**config.mk**
```make
export PLATFORM = sky130hd
export DESIGN_NAME = culsans_cdc_dst_channel
export DESIGN_NICKNAME = d
export VERILOG_FILES = /design/src/rtl/culsans_cdc_pkg.sv /design/src/rtl/culsans_cdc_sync.sv /design/src/rtl/culsans_cdc_dst_channel.sv
export SDC_FILE = /design/constraint.sdc
export NUM_CORES = 1
export LEC_CHECK = 0
export CAP_MARGIN = 20
export CORE_MARGIN = 4
export CORE_UTILIZATION = 38
export CTS_CLUSTER_SIZE = 24
export DETAILED_ROUTE_END_ITERATION = 8
export HOLD_SLACK_MARGIN = 0.12
export PLACE_DENSITY = 0.73
export SYNTH_ARGS = -nofsm -noshare
export SYNTH_HDL_FRONTEND = slang
export SYNTH_SLANG_ARGS = --single-unit
```
**constraint.sdc**
```tcl
create_clock -name clk_i -period 2.5 [get_ports clk_i]
set_clock_uncertainty 0.05 [all_clocks]
set_input_delay 0.375 -clock clk_i [delete_from_list [all_inputs] [get_ports clk_i]]
set_output_delay 0.375 -clock clk_i [all_outputs]
set_load 0.02 [all_outputs]
```
**src/rtl/culsans_cdc_pkg.sv**
```systemverilog
// Shared helpers for the culsans gray-pointer async FIFO channels.
// Gray helpers work on CDC_MAXW bits; callers zero-extend and cast back to their pointer width.
package culsans_cdc_pkg;

    localparam int unsigned CDC_MAXW       = 16;

    localparam int unsigned AXI_ID_WIDTH   = 5;
    localparam int unsigned AXI_USER_WIDTH = 1;
    localparam int unsigned AXI_ADDR_WIDTH = 64;
    localparam int unsigned AXI_DATA_WIDTH = 64;

    // id + addr + len/size/burst/lock/cache/prot/qos/region (+ atop on AW) + user
    localparam int unsigned AW_WIDTH = AXI_ID_WIDTH + AXI_ADDR_WIDTH + 8 + 3 + 2 + 1 + 4 + 3 + 4 + 4
                                       + 6 + AXI_USER_WIDTH;
    localparam int unsigned AR_WIDTH = AXI_ID_WIDTH + AXI_ADDR_WIDTH + 8 + 3 + 2 + 1 + 4 + 3 + 4 + 4
                                       + AXI_USER_WIDTH;
    localparam int unsigned W_WIDTH  = AXI_DATA_WIDTH + AXI_DATA_WIDTH / 8 + 1 + AXI_USER_WIDTH;
    localparam int unsigned B_WIDTH  = AXI_ID_WIDTH + 2 + AXI_USER_WIDTH;
    localparam int unsigned R_WIDTH  = AXI_ID_WIDTH + AXI_DATA_WIDTH + 2 + 1 + AXI_USER_WIDTH;

    function automatic logic [CDC_MAXW-1:0] bin2gray(input logic [CDC_MAXW-1:0] bin);
        return bin ^ (bin >> 1);
    endfunction

    function automatic logic [CDC_MAXW-1:0] gray2bin(input logic [CDC_MAXW-1:0] gray);
        logic [CDC_MAXW-1:0] bin;
        bin[CDC_MAXW-1] = gray[CDC_MAXW-1];
        for (int i = CDC_MAXW - 2; i >= 0; i--) begin
            bin[i] = bin[i+1] ^ gray[i];
        end
        return bin;
    endfunction

endpackage

```
**src/rtl/culsans_cdc_sync.sv**
```systemverilog
// Vector of Stages-deep flop synchronizers; input goes straight into the first flop.
// Latency Stages edges, no backpressure; async active-high reset to 0.
module culsans_cdc_sync #(
    parameter int unsigned Width  = 1,
    parameter int unsigned Stages = 2
) (
    input  logic             i_clk,
    input  logic             i_rst,
    input  logic [Width-1:0] i_d,
    output logic [Width-1:0] o_q
);

    logic [Stages-1:0][Width-1:0] r_sync;

    always_ff @(posedge i_clk or posedge i_rst) begin
        if (i_rst) begin
            r_sync <= '0;
        end else begin
            r_sync <= {r_sync[Stages-2:0], i_d};
        end
    end

    assign o_q = r_sync[Stages-1];

endmodule

```
**src/rtl/culsans_cdc_dst_channel.sv**
```systemverilog
// Read end of a gray-pointer async FIFO: syncs wptr, pops into a registered valid/ready stage.
// wptr change -> valid after SyncStages+1 edges; output holds while valid && !ready.
module culsans_cdc_dst_channel
    import culsans_cdc_pkg::*;
#(
    parameter int unsigned Width      = 8,
    parameter int unsigned LogDepth   = 1,
    parameter int unsigned SyncStages = 2
) (
    input  logic                             clk_i,
    input  logic                             rst_i,
    input  logic [LogDepth:0]                async_wptr_i,
    input  logic [(2**LogDepth)*Width-1:0]   async_data_i,
    output logic [LogDepth:0]                async_rptr_o,
    output logic [Width-1:0]                 dst_data_o,
    output logic                             dst_valid_o,
    input  logic                             dst_ready_i,
    output logic [LogDepth:0]                fill_o
);

    localparam int unsigned PtrW  = LogDepth + 1;
    localparam int unsigned Depth = 2 ** LogDepth;

    logic [Width-1:0] w_entries [Depth];
    logic [PtrW-1:0]  w_wptr_sync;
    logic [PtrW-1:0]  w_wptr_bin;
    logic [PtrW-1:0]  w_rptr_bin_nxt;
    logic             w_empty;
    logic             w_load;

    logic [PtrW-1:0]  r_rptr_bin;
    logic [PtrW-1:0]  r_rptr_gray;
    logic [PtrW-1:0]  r_fill;
    logic [Width-1:0] r_data;
    logic             r_valid;

    for (genvar k = 0; k < Depth; k++) begin : g_entry
        assign w_entries[k] = async_data_i[k*Width +: Width];
    end

    culsans_cdc_sync #(
        .Width  (PtrW),
        .Stages (SyncStages)
    ) u_wptr_sync (
        .i_clk (clk_i),
        .i_rst (rst_i),
        .i_d   (async_wptr_i),
        .o_q   (w_wptr_sync)
    );

    // Full-width gray compare keeps "empty" distinct from "full" (MSB differs when full).
    assign w_empty        = (w_wptr_sync == r_rptr_gray);
    assign w_load         = !w_empty && (!r_valid || dst_ready_i);
    assign w_wptr_bin     = PtrW'(gray2bin(CDC_MAXW'(w_wptr_sync)));
    assign w_rptr_bin_nxt = w_load ? r_rptr_bin + PtrW'(1) : r_rptr_bin;

    always_ff @(posedge clk_i or posedge rst_i) begin
        if (rst_i) begin
            r_rptr_bin  <= '0;
            r_rptr_gray <= '0;
            r_fill      <= '0;
            r_data      <= '0;
            r_valid     <= 1'b0;
        end else begin
            r_rptr_bin  <= w_rptr_bin_nxt;
            r_rptr_gray <= PtrW'(bin2gray(CDC_MAXW'(w_rptr_bin_nxt)));
            r_fill      <= w_wptr_bin - w_rptr_bin_nxt;
            if (w_load) begin
                r_data  <= w_entries[r_rptr_bin[LogDepth-1:0]];
                r_valid <= 1'b1;
            end else if (dst_ready_i) begin
                r_valid <= 1'b0;
            end
        end
    end

    assign async_rptr_o = r_rptr_gray;
    assign dst_data_o   = r_data;
    assign dst_valid_o  = r_valid;
    assign fill_o       = r_fill;

endmodule

```
==> results of run 1 <==
metal layers:
| metal | up-vias | GRT usage | wire length (um) |
|---|---|---|---|
| met5 | - | 0 | 0 |
| met4 | 0 | 0.07660 | 25 |
| li1 | 259 | - | - |
| met3 | 2 | 0.03878 | 129 |
| met2 | 21 | 0.1754 | 700 |
| met1 | 255 | 0.1243 | 570 |
power breakdown:
part	total (mW)	internal (mW)	switching (mW)	leakage [nW]
Sequential	0.509	0.414	0.0955	0.208
Clock	0.174	0.0886	0.0858	0.0210
Combinational	0.760	0.426	0.334	0.263
path summary, 6_finish.rpt:
| check | endpoint | slack, ns |
|---|---|---|
| max | fill_o[1] | 0.57 |
| min | u_wptr_sync.o_q[0] | 0.31 |
| max reg2reg | fill_o[1] | 0.57 |
| min reg2reg | u_wptr_sync.o_q[0] | 0.31 |
| max in group asynchronous | dst_data_o[0] | 1.55 |
| min in group asynchronous | u_wptr_sync.o_q[1] | 0.43 |
sequential cells by signal (all words and copies together), names as in the netlist:
register,flops
dst_valid_o,1
u_wptr_sync.o_q,2
async_rptr_o,1
u_wptr_sync.r_sync,2
dst_data_o,8
fill_o,2
r_rptr_bin,2
synthesized netlist by cell type:
cell	count	area (sq um)
o211ai_1	1	7.510
mux2_2	16	180.2
o21ai_4	1	16.27
and2_2	1	7.510
clkbuf_1	1	3.750
inv_1	2	7.510
dfrtp_1	18	450.4
nand2b_1	1	6.260
xnor2_1	4	35.03
xor2_1	2	17.52
nor2_1	2	7.510
nand2_1	1	3.750
a211oi_1	1	7.510
o211a_1	1	10.01
ha_1	1	12.51
xor2_2	1	16.27
buf_4	1	7.510
logic make-up after synthesis:
logic type               Yosys count  synth area share
AND/OR/NAND/NOR                    5           0.03140
flip-flops                        18            0.5651
adder cells (fa/ha/maj)            1           0.01570
buffers and inverters              4           0.02355
XOR/XNOR                           7           0.08635
AO/OA/AOI/OAI                      4           0.05182
multiplexers                      16            0.2261
cell type report:
class                      instances  area, sq um
fill                             168        795.8
sequential                        18        450.4
timing repair buffer              33        330.3
multi-input combinational         33        327.8
clock buffer                       4        36.28
tap                               27        33.78
inverter                           2        7.507
==> reports/results.ini, run 1 <==
[timing]
final_worst_path_setup_slack_ns=0.5660
final.hold.worst_slack_ns=0.3141
final.setup.tns_ns=0
maxClockFrequency_mhz=517.1
maxSlewHeadroom=0.5553
finalSetupViolCount=0
worst-slew-pin-transition_ns=0.6664
final_hold_viol_count=0
final_min_period_over_clock_period=0.7736
timing.final.crit_period_ns=1.934
grt_setup_unrepaired=false
slew_violations=0

[worst_setup_path]
worst-path-buf-inv=0
arrival_ns=2.06
crit_path_start=r_rptr_bin[1]
nature_of_the_critical_path_endpoint=flop
critPathKind=flop to flop
critPathMaxFanout=10
critical-path-max-stage-delay_ns=0.48
cp_cell_sequence=xor2_2 > o21ai_4 > xnor2_1 > ha_1 > xor2_1 > xnor2_1
critical-path-top-delay-family=XOR/XNOR gates
crit_top_cell=xnor2_1
launch_instance_of_the_worst_register_to_register_path=r_rptr_bin[1]
worst-path-stages=6
start_kind=flop
critical-path-slowest-cell=dfrtp_1
worst-endpoint-required_ns=2.62
timing.reg2reg.worst_path_depth=6

[cts]
cts.repair.resized=0
cts_inserted_buffers=3
clock_path_buffers=2
cts.sink_count=18
postCtsSetupRepairBufs=0
worst_setup_hold_path_clk_slew_ns=0.10
cts.htree.levels=1
clk-insertion-delay-late_ns=0.28
clockRootBuffer=clkbuf_4
tritoncts=yes
ctsHoldBuffers=0

[placement]
post_dp_cell_area_sq_um=1150
placement.io_buffers=33
finalWeightedCongestion=0.7211
dp_cells=113
dp_worst_setup_slack_ns=0.3960
place_hpwl_um=1110

[cells_and_area]
final_cell_area_sq_um=1186
antenna_cell_count=0
area_delta_synth_final_pct=48.82
mostFrequentLayoutCell=clkdlybuf4s50_1
layout-drive-gt1-share=0.2556
number_of_standard_cells_in_the_layout_taps_in_and_fillers_out=117
mostFrequentLayoutCells=33 x clkdlybuf4s50_1, 18 x dfrtp_1, 16 x mux2_2
final_core_util=0.5985
finalNetCount=113

[hold_path]
min-delay-start=u_wptr_sync.r_sync[0]
hold_removal_path_class=flop to flop
cells_on_worst_hold_path=0

[power]
leakagePower_nw=0.4921
total_power_mw=1.444
worst_case_vdd_ir_drop_mv=0.6423
power_density_nw_per_um2=1217

[drt]
remaining_drc_errors=0
detail_route.wl_per_cell_um=12.18
antenna_violating_nets_post_route=0
dr_total_vias=537
routed_wl_um=1425
initialDrtViolationCount=0
vias_per_cell=4.590
drt_first_pass_iters=1

[synthesis]
avgSynthCellArea_sq_um=14.49
cell_count_after_synthesis=55
post_synth_instance_area_sq_um=797.0
synth-seq-cells=18
ys.warnings.count=0
synth_cell_type_count=17
synth-seq-area-share=0.5651
synth.net_count=77

[die]
core-area_sq_um=1982
floorplan.io_pins=34
die-width_um=53.80
floorplan.rows=16
dieArea_sq_um=2894
chipHeight_um=53.80
initial_utilization=0.4021

[run]
total_of_max_cap_violations=0

[global_route]
grt.overflow.total=0
grt_start_max_net_pins=19
first_pass_grt_wire_length_um=2214
groute.usage.overall=0.1110
via_count_of_the_first_global_routing_pass=527
number_of_antenna_violations_at_the_first_check_in_global_routing=0

[run_status]
result_of_the_run=finished, final reports clean

Note: power is estimated with default switching activity, not from simulation.
==> run 2: changes to the inputs <==
--- a/config.mk
+++ b/config.mk
@@ -7,11 +7,11 @@
 export LEC_CHECK = 0
 export CAP_MARGIN = 20
 export CORE_MARGIN = 4
-export CORE_UTILIZATION = 38
+export CORE_UTILIZATION = 37
 export CTS_CLUSTER_SIZE = 24
 export DETAILED_ROUTE_END_ITERATION = 8
 export HOLD_SLACK_MARGIN = 0.12
-export PLACE_DENSITY = 0.73
+export PLACE_DENSITY = 0.74
 export SYNTH_ARGS = -nofsm -noshare
 export SYNTH_HDL_FRONTEND = slang
 export SYNTH_SLANG_ARGS = --single-unit
==> constraint.sdc (replaced) <==
create_clock -name clk_i -period 1.7 [get_ports clk_i]
set_clock_uncertainty 0.05 [all_clocks]
set_input_delay 0.255 -clock clk_i [delete_from_list [all_inputs] [get_ports clk_i]]
set_output_delay 0.255 -clock clk_i [all_outputs]
set_load 0.02 [all_outputs]
==> run 2 against run 1 <==
Non-clock buffer count rose by 5; core utilization rose by 2.2 points; highest routed layer unchanged; register-to-register slack got worse by 0.50 ns; routed wire length rose by 5.4%; worst hold slack got worse by 0.098 ns; first-iteration DRC count did not move.
==> reports/results.ini, run 2 (same netlist as run 1, synthesis figures left out) <==
[run_status]
result_of_the_run=finished, final reports clean  ; unchanged

[cts]
cts_inserted_buffers=3  ; unchanged
clk-insertion-delay-late_ns=0.28  ; about the same
clock_path_buffers=2  ; unchanged
clockRootBuffer=clkbuf_4  ; unchanged
tritoncts=yes  ; unchanged
cts.sink_count=18  ; unchanged
ctsHoldBuffers=0  ; unchanged
cts.htree.levels=1  ; unchanged
worst_setup_hold_path_clk_slew_ns=0.09  ; was 0.10 ns

[cells_and_area]
final_cell_area_sq_um=1241  ; was 1186 sq um
largest_register_ff_count=8  ; unchanged
mostFrequentLayoutCell=clkdlybuf4s50_1  ; unchanged
mostFrequentLayoutCells=32 x clkdlybuf4s50_1, 16 x mux2_2, 15 x dfrtp_1  ; was 33 x clkdlybuf4s50_1, 18 x dfrtp_1, 16 x mux2_2
finalNetCount=118  ; was 113
layout-drive-gt1-share=0.3511  ; was 0.2556
number_of_standard_cells_in_the_layout_taps_in_and_fillers_out=121  ; was 117
final_core_util=0.6200  ; was 0.5985
antenna_cell_count=0  ; unchanged
area_delta_synth_final_pct=55.73  ; was 48.82%

[worst_setup_path]
critPathKind=flop to output port  ; was flop to flop
critPathMaxFanout=2  ; was 10
start_kind=flop  ; unchanged
critical-path-slowest-cell=clkdlybuf4s50_1  ; was dfrtp_1
worst-path-buf-inv=1  ; was 0
arrival_ns=1.33  ; was 2.06 ns
critical-path-max-stage-delay_ns=0.63  ; was 0.48 ns
worst-endpoint-required_ns=1.39  ; was 2.62 ns
cp_cell_sequence=clkdlybuf4s50_1  ; was xor2_2 > o21ai_4 > xnor2_1 > ha_1 > xor2_1 > xnor2_1
nature_of_the_critical_path_endpoint=output port  ; was flop
critical-path-top-delay-family=buffers and inverters  ; was XOR/XNOR gates

[hold_path]
hold_removal_path_class=input port to async pin  ; was flop to flop

[power]
worst_case_vdd_ir_drop_mv=1.117  ; was 0.6423 mV
leakagePower_nw=0.5146  ; was 0.4921 nW
power_density_nw_per_um2=1767  ; was 1217 nW/um^2
total_power_mw=2.193  ; was 1.444 mW

[placement]
dp_worst_setup_slack_ns=-0.1034  ; was 0.3960 ns
dp_cells=118  ; was 113
place_hpwl_um=1183  ; was 1110 um
finalWeightedCongestion=0.7392  ; was 0.7211
post_dp_cell_area_sq_um=1219  ; was 1150 sq um
placement.io_buffers=33  ; unchanged

[timing]
final.setup.tns_ns=0  ; unchanged
worst-slew-pin-transition_ns=0.5099  ; was 0.6664 ns
maxSlewHeadroom=0.6601  ; was 0.5553
final_worst_path_setup_slack_ns=0.06558  ; was 0.5660 ns
finalSetupViolCount=0  ; unchanged
slew_violations=0  ; unchanged
grt_setup_unrepaired=false  ; unchanged
final.hold.worst_slack_ns=0.2166  ; was 0.3141 ns
final_hold_viol_count=0  ; unchanged
timing.final.crit_period_ns=1.634
maxClockFrequency_mhz=611.8
final_min_period_over_clock_period=0.9614

[global_route]
first_pass_grt_wire_length_um=2463  ; was 2214 um
via_count_of_the_first_global_routing_pass=595  ; was 527
groute.usage.overall=0.1217  ; was 0.1110
grt.overflow.total=0  ; unchanged
number_of_antenna_violations_at_the_first_check_in_global_routing=0  ; unchanged
grt_start_max_net_pins=19  ; unchanged

[die]
die-width_um=54.41  ; was 53.80 um
initial_utilization=0.3981  ; was 0.4021
core-area_sq_um=2002  ; was 1982 sq um
chipHeight_um=54.41  ; was 53.80 um
floorplan.rows=16  ; unchanged
floorplan.io_pins=34  ; unchanged
dieArea_sq_um=2960  ; was 2894 sq um

[drt]
dr_total_vias=566  ; was 537
initialDrtViolationCount=0  ; unchanged
routed_wl_um=1502  ; was 1425 um
vias_per_cell=4.678  ; was 4.590
remaining_drc_errors=0  ; unchanged
antenna_violating_nets_post_route=0  ; unchanged
detail_route.wl_per_cell_um=12.41  ; was 12.18 um
drt_first_pass_iters=1  ; unchanged

[run]
total_of_max_cap_violations=0  ; unchanged

run 2: routing by layer:
metal / track usage / routed length, um / up-vias
met3: 0.04087 / 112 / 4
met5: 0 / 0 / -
met4: 0.08714 / 29 / 0
met2: 0.1992 / 754 / 19
met1: 0.1301 / 606 / 280
li1: - / - / 263
run 2: area by class of cell:
| type | instances | area (sq um) |
|---|---|---|
| Sequential cell | 18 | 454.2 |
| Inverter | 2 | 7.507 |
| Timing Repair Buffer | 38 | 366.6 |
| Multi-Input combinational cell | 33 | 356.6 |
| Fill cell | 165 | 760.7 |
| Tap cell | 27 | 33.78 |
| Clock buffer | 3 | 22.52 |
run 2: power breakdown:
part	switching, mW	leakage, nW	internal, mW	total (mW)
Sequential	0.146	0.205	0.615	0.760
Combinational	0.536	0.296	0.698	1.23
Clock	0.116	0.0138	0.0823	0.198
run 2: what timing repair did:
action / 4_1_cts / 5_1_grt
buffers inserted: 0 / 0
setup endpoints to repair: 1 / 1
resized for setup: 1 / 1
cloned: 0 / 0
run 2: final timing paths:
path / start / endpoint / slack [ns] / depth (start not counted)
hold reg to reg: u_wptr_sync.r_sync[1] / u_wptr_sync.o_q[1] / 0.30 / 0
max in group asynchronous: rst_i / u_wptr_sync.o_q[0] / 1.17 / 3
hold / removal: rst_i / dst_data_o[4] / 0.22 / 3
setup / recovery: async_rptr_o[0] / async_rptr_o[0] / 0.07 / 1
setup reg to reg: u_wptr_sync.o_q[0] / fill_o[1] / 0.07 / 6
min in group clk_i: u_wptr_sync.r_sync[1] / u_wptr_sync.o_q[1] / 0.30 / 0
==> run 3: changes to the inputs <==
--- a/config.mk
+++ b/config.mk
@@ -12,6 +12,7 @@
 export DETAILED_ROUTE_END_ITERATION = 8
 export HOLD_SLACK_MARGIN = 0.12
 export PLACE_DENSITY = 0.74
+export SETUP_SLACK_MARGIN = 0.5
 export SYNTH_ARGS = -nofsm -noshare
 export SYNTH_HDL_FRONTEND = slang
 export SYNTH_SLANG_ARGS = --single-unit
==> run 3 against run 2 <==
Sequential power grew 0.9%; global-route usage is 1.7 points higher; die area unchanged; power is 6.1% higher; sequential share of layout area is 1.3 points lower; via count up 2.5%; register-to-register slack gained 0.06 ns; critical endpoint is now fill_o[1]; largest cell class unchanged; highest routed layer unchanged.
==> reports/results.ini, run 3 (same netlist as run 1, synthesis figures left out) <==
[cts]
ctsHoldBuffers=0  ; unchanged
worst_setup_hold_path_clk_slew_ns=0.10  ; was 0.09 ns
cts_inserted_buffers=3  ; unchanged
cts.htree.levels=1  ; unchanged
clk-insertion-delay-late_ns=0.29  ; was 0.28 ns
cts.sink_count=18  ; unchanged
clock_path_buffers=2  ; unchanged
clockRootBuffer=clkbuf_4  ; unchanged
tritoncts=yes  ; unchanged

[timing]
maxClockFrequency_mhz=635.9  ; was 611.8 MHz
timing.final.crit_period_ns=1.573  ; was 1.634 ns
final_hold_viol_count=0  ; unchanged
final_min_period_over_clock_period=0.9250  ; was 0.9614
grt_setup_unrepaired=true  ; was false
finalSetupViolCount=0  ; unchanged
slew_violations=0  ; unchanged
final_worst_path_setup_slack_ns=0.1275  ; was 0.06558 ns
worst-slew-pin-transition_ns=0.4986  ; was 0.5099 ns
final.hold.worst_slack_ns=0.2142  ; was 0.2166 ns
maxSlewHeadroom=0.6676  ; was 0.6601

[die]
die-width_um=54.41  ; unchanged
floorplan.rows=16  ; unchanged
floorplan.io_pins=34  ; unchanged
dieArea_sq_um=2960  ; unchanged
core-area_sq_um=2002  ; unchanged
initial_utilization=0.3981  ; unchanged
chipHeight_um=54.41  ; unchanged

[worst_setup_path]
arrival_ns=1.75  ; was 1.33 ns
nature_of_the_critical_path_endpoint=flop  ; was output port
worst-endpoint-required_ns=1.87  ; was 1.39 ns
critPathMaxFanout=2  ; unchanged
start_kind=flop  ; unchanged
critPathKind=flop to flop  ; was flop to output port

[run_status]
result_of_the_run=finished, final reports clean  ; unchanged

[drt]
remaining_drc_errors=0  ; unchanged
drt_first_pass_iters=2  ; was 1
antenna_violating_nets_post_route=0  ; unchanged
dr_total_vias=580  ; was 566
detail_route.wl_per_cell_um=13.17  ; was 12.41 um
vias_per_cell=4.531  ; was 4.678
initialDrtViolationCount=1  ; was 0
routed_wl_um=1686  ; was 1502 um

[hold_path]
hold_removal_path_class=input port to async pin  ; unchanged

[cells_and_area]
finalNetCount=124  ; was 118
fillCellCount=169  ; was 165
mostFrequentLayoutCell=clkdlybuf4s50_1  ; unchanged
antenna_cell_count=0  ; unchanged
layout-drive-gt1-share=0.5644  ; was 0.3511
mostFrequentLayoutCells=20 x clkdlybuf4s50_1, 16 x mux2_2, 14 x dfrtp_1  ; was 32 x clkdlybuf4s50_1, 16 x mux2_2, 15 x dfrtp_1
area_delta_synth_final_pct=62.01  ; was 55.73%
largest_register_ff_count=8  ; unchanged

[global_route]
groute.usage.overall=0.1388  ; was 0.1217
number_of_antenna_violations_at_the_first_check_in_global_routing=0  ; unchanged
first_pass_grt_wire_length_um=2794  ; was 2463 um
grt.overflow.total=0  ; unchanged
grt_start_max_net_pins=14  ; was 19
via_count_of_the_first_global_routing_pass=668  ; was 595

[placement]
place_hpwl_um=1296  ; was 1183 um
placement.io_buffers=33  ; unchanged
finalWeightedCongestion=0.7187  ; was 0.7392
dp_worst_setup_slack_ns=-0.06833  ; was -0.1034 ns

[power]
worst_case_vdd_ir_drop_mv=1.007  ; was 1.117 mV
leakagePower_nw=0.5647  ; was 0.5146 nW
power_density_nw_per_um2=1801  ; was 1767 nW/um^2

[run]
total_of_max_cap_violations=0  ; unchanged

[run 3: cell types whose count changed in the layout (fill, tap and decap cells not counted), sizes merged]
| cell | delta |
|---|---|
| buf | +19 |
| clkbuf | +1 |
| clkdlybuf4s50 | -12 |
| dlygate4sd2 | -1 |
[run 3: repair_timing]
item | 4_1_cts | 5_1_grt
endpoints found under the hold margin | 0 | 0
pin swaps | 8 | 1
resized for setup | 55 | 11
buffers inserted | 5 | 2
setup endpoints to repair | 25 | 15
[run 3: critical path: stages (launching register included)]
cell and delay [ns]:
dfrtp_2 0.46, xor2_4 0.20, o21ai_4 0.18, xnor2_2 0.13, ha_2 0.20, xor2_1 0.16, xnor2_1 0.13
[run 3: area by class of cell]
type                    count  area (sq um)  share of cell area
well taps                  27         33.78             0.02616
clock buffers               4         36.28             0.02810
multi-input cells          33         380.4              0.2946
inverters                   2         7.507            0.005814
repair buffers             44         377.9              0.2926
flip-flops and latches     18         455.4              0.3527
[run 3: per-stage QoR]
| stage | cells | cell area [sq um] | TNS [ns] | total power [mW] | util |
|---|---|---|---|---|---|
| CTS | 126 | 1252 | 0 | 2.241 | 0.6256 |
| finish | 128 | 1291 | 0 | 2.326 | 0.6450 |
| global placement | 117 | 1222 | -0.04854 | 2.003 | 0.6106 |
| detailed placement | 117 | 1222 | -0.06833 | 2.035 | 0.6106 |
| global route | 128 | 1291 | 0 | 2.505 | 0.6450 |
| floorplan | 55 | 840.8 | -0.005996 | 1.544 | - |
[run 3: where the power goes]
group | internal (mW) | switching (mW)
combinational | 0.715 | 0.583
clock | 0.131 | 0.129
sequential | 0.615 | 0.153
[run 3: final timing paths]
check / start / endpoint / slack [ns] / cells after the start
setup / recovery: u_wptr_sync.o_q[1] / fill_o[1] / 0.13 / 6
hold / removal: rst_i / dst_data_o[4] / 0.21 / 2
setup reg to reg: u_wptr_sync.o_q[1] / fill_o[1] / 0.13 / 6
hold reg to reg: u_wptr_sync.r_sync[1] / u_wptr_sync.o_q[1] / 0.31 / 0
max in group asynchronous: rst_i / dst_data_o[3] / 0.93 / 3
min in group clk_i: u_wptr_sync.r_sync[1] / u_wptr_sync.o_q[1] / 0.31 / 0
[run 3: per-layer routing]
metal | vias to the layer above | share of wire | track usage
met5 | - | 0 | 0
met1 | 276 | 0.36 | 0.1350
met2 | 20 | 0.54 | 0.2390
met4 | 0 | 0.023 | 0.09129
li1 | 279 | - | -
met3 | 5 | 0.078 | 0.05722
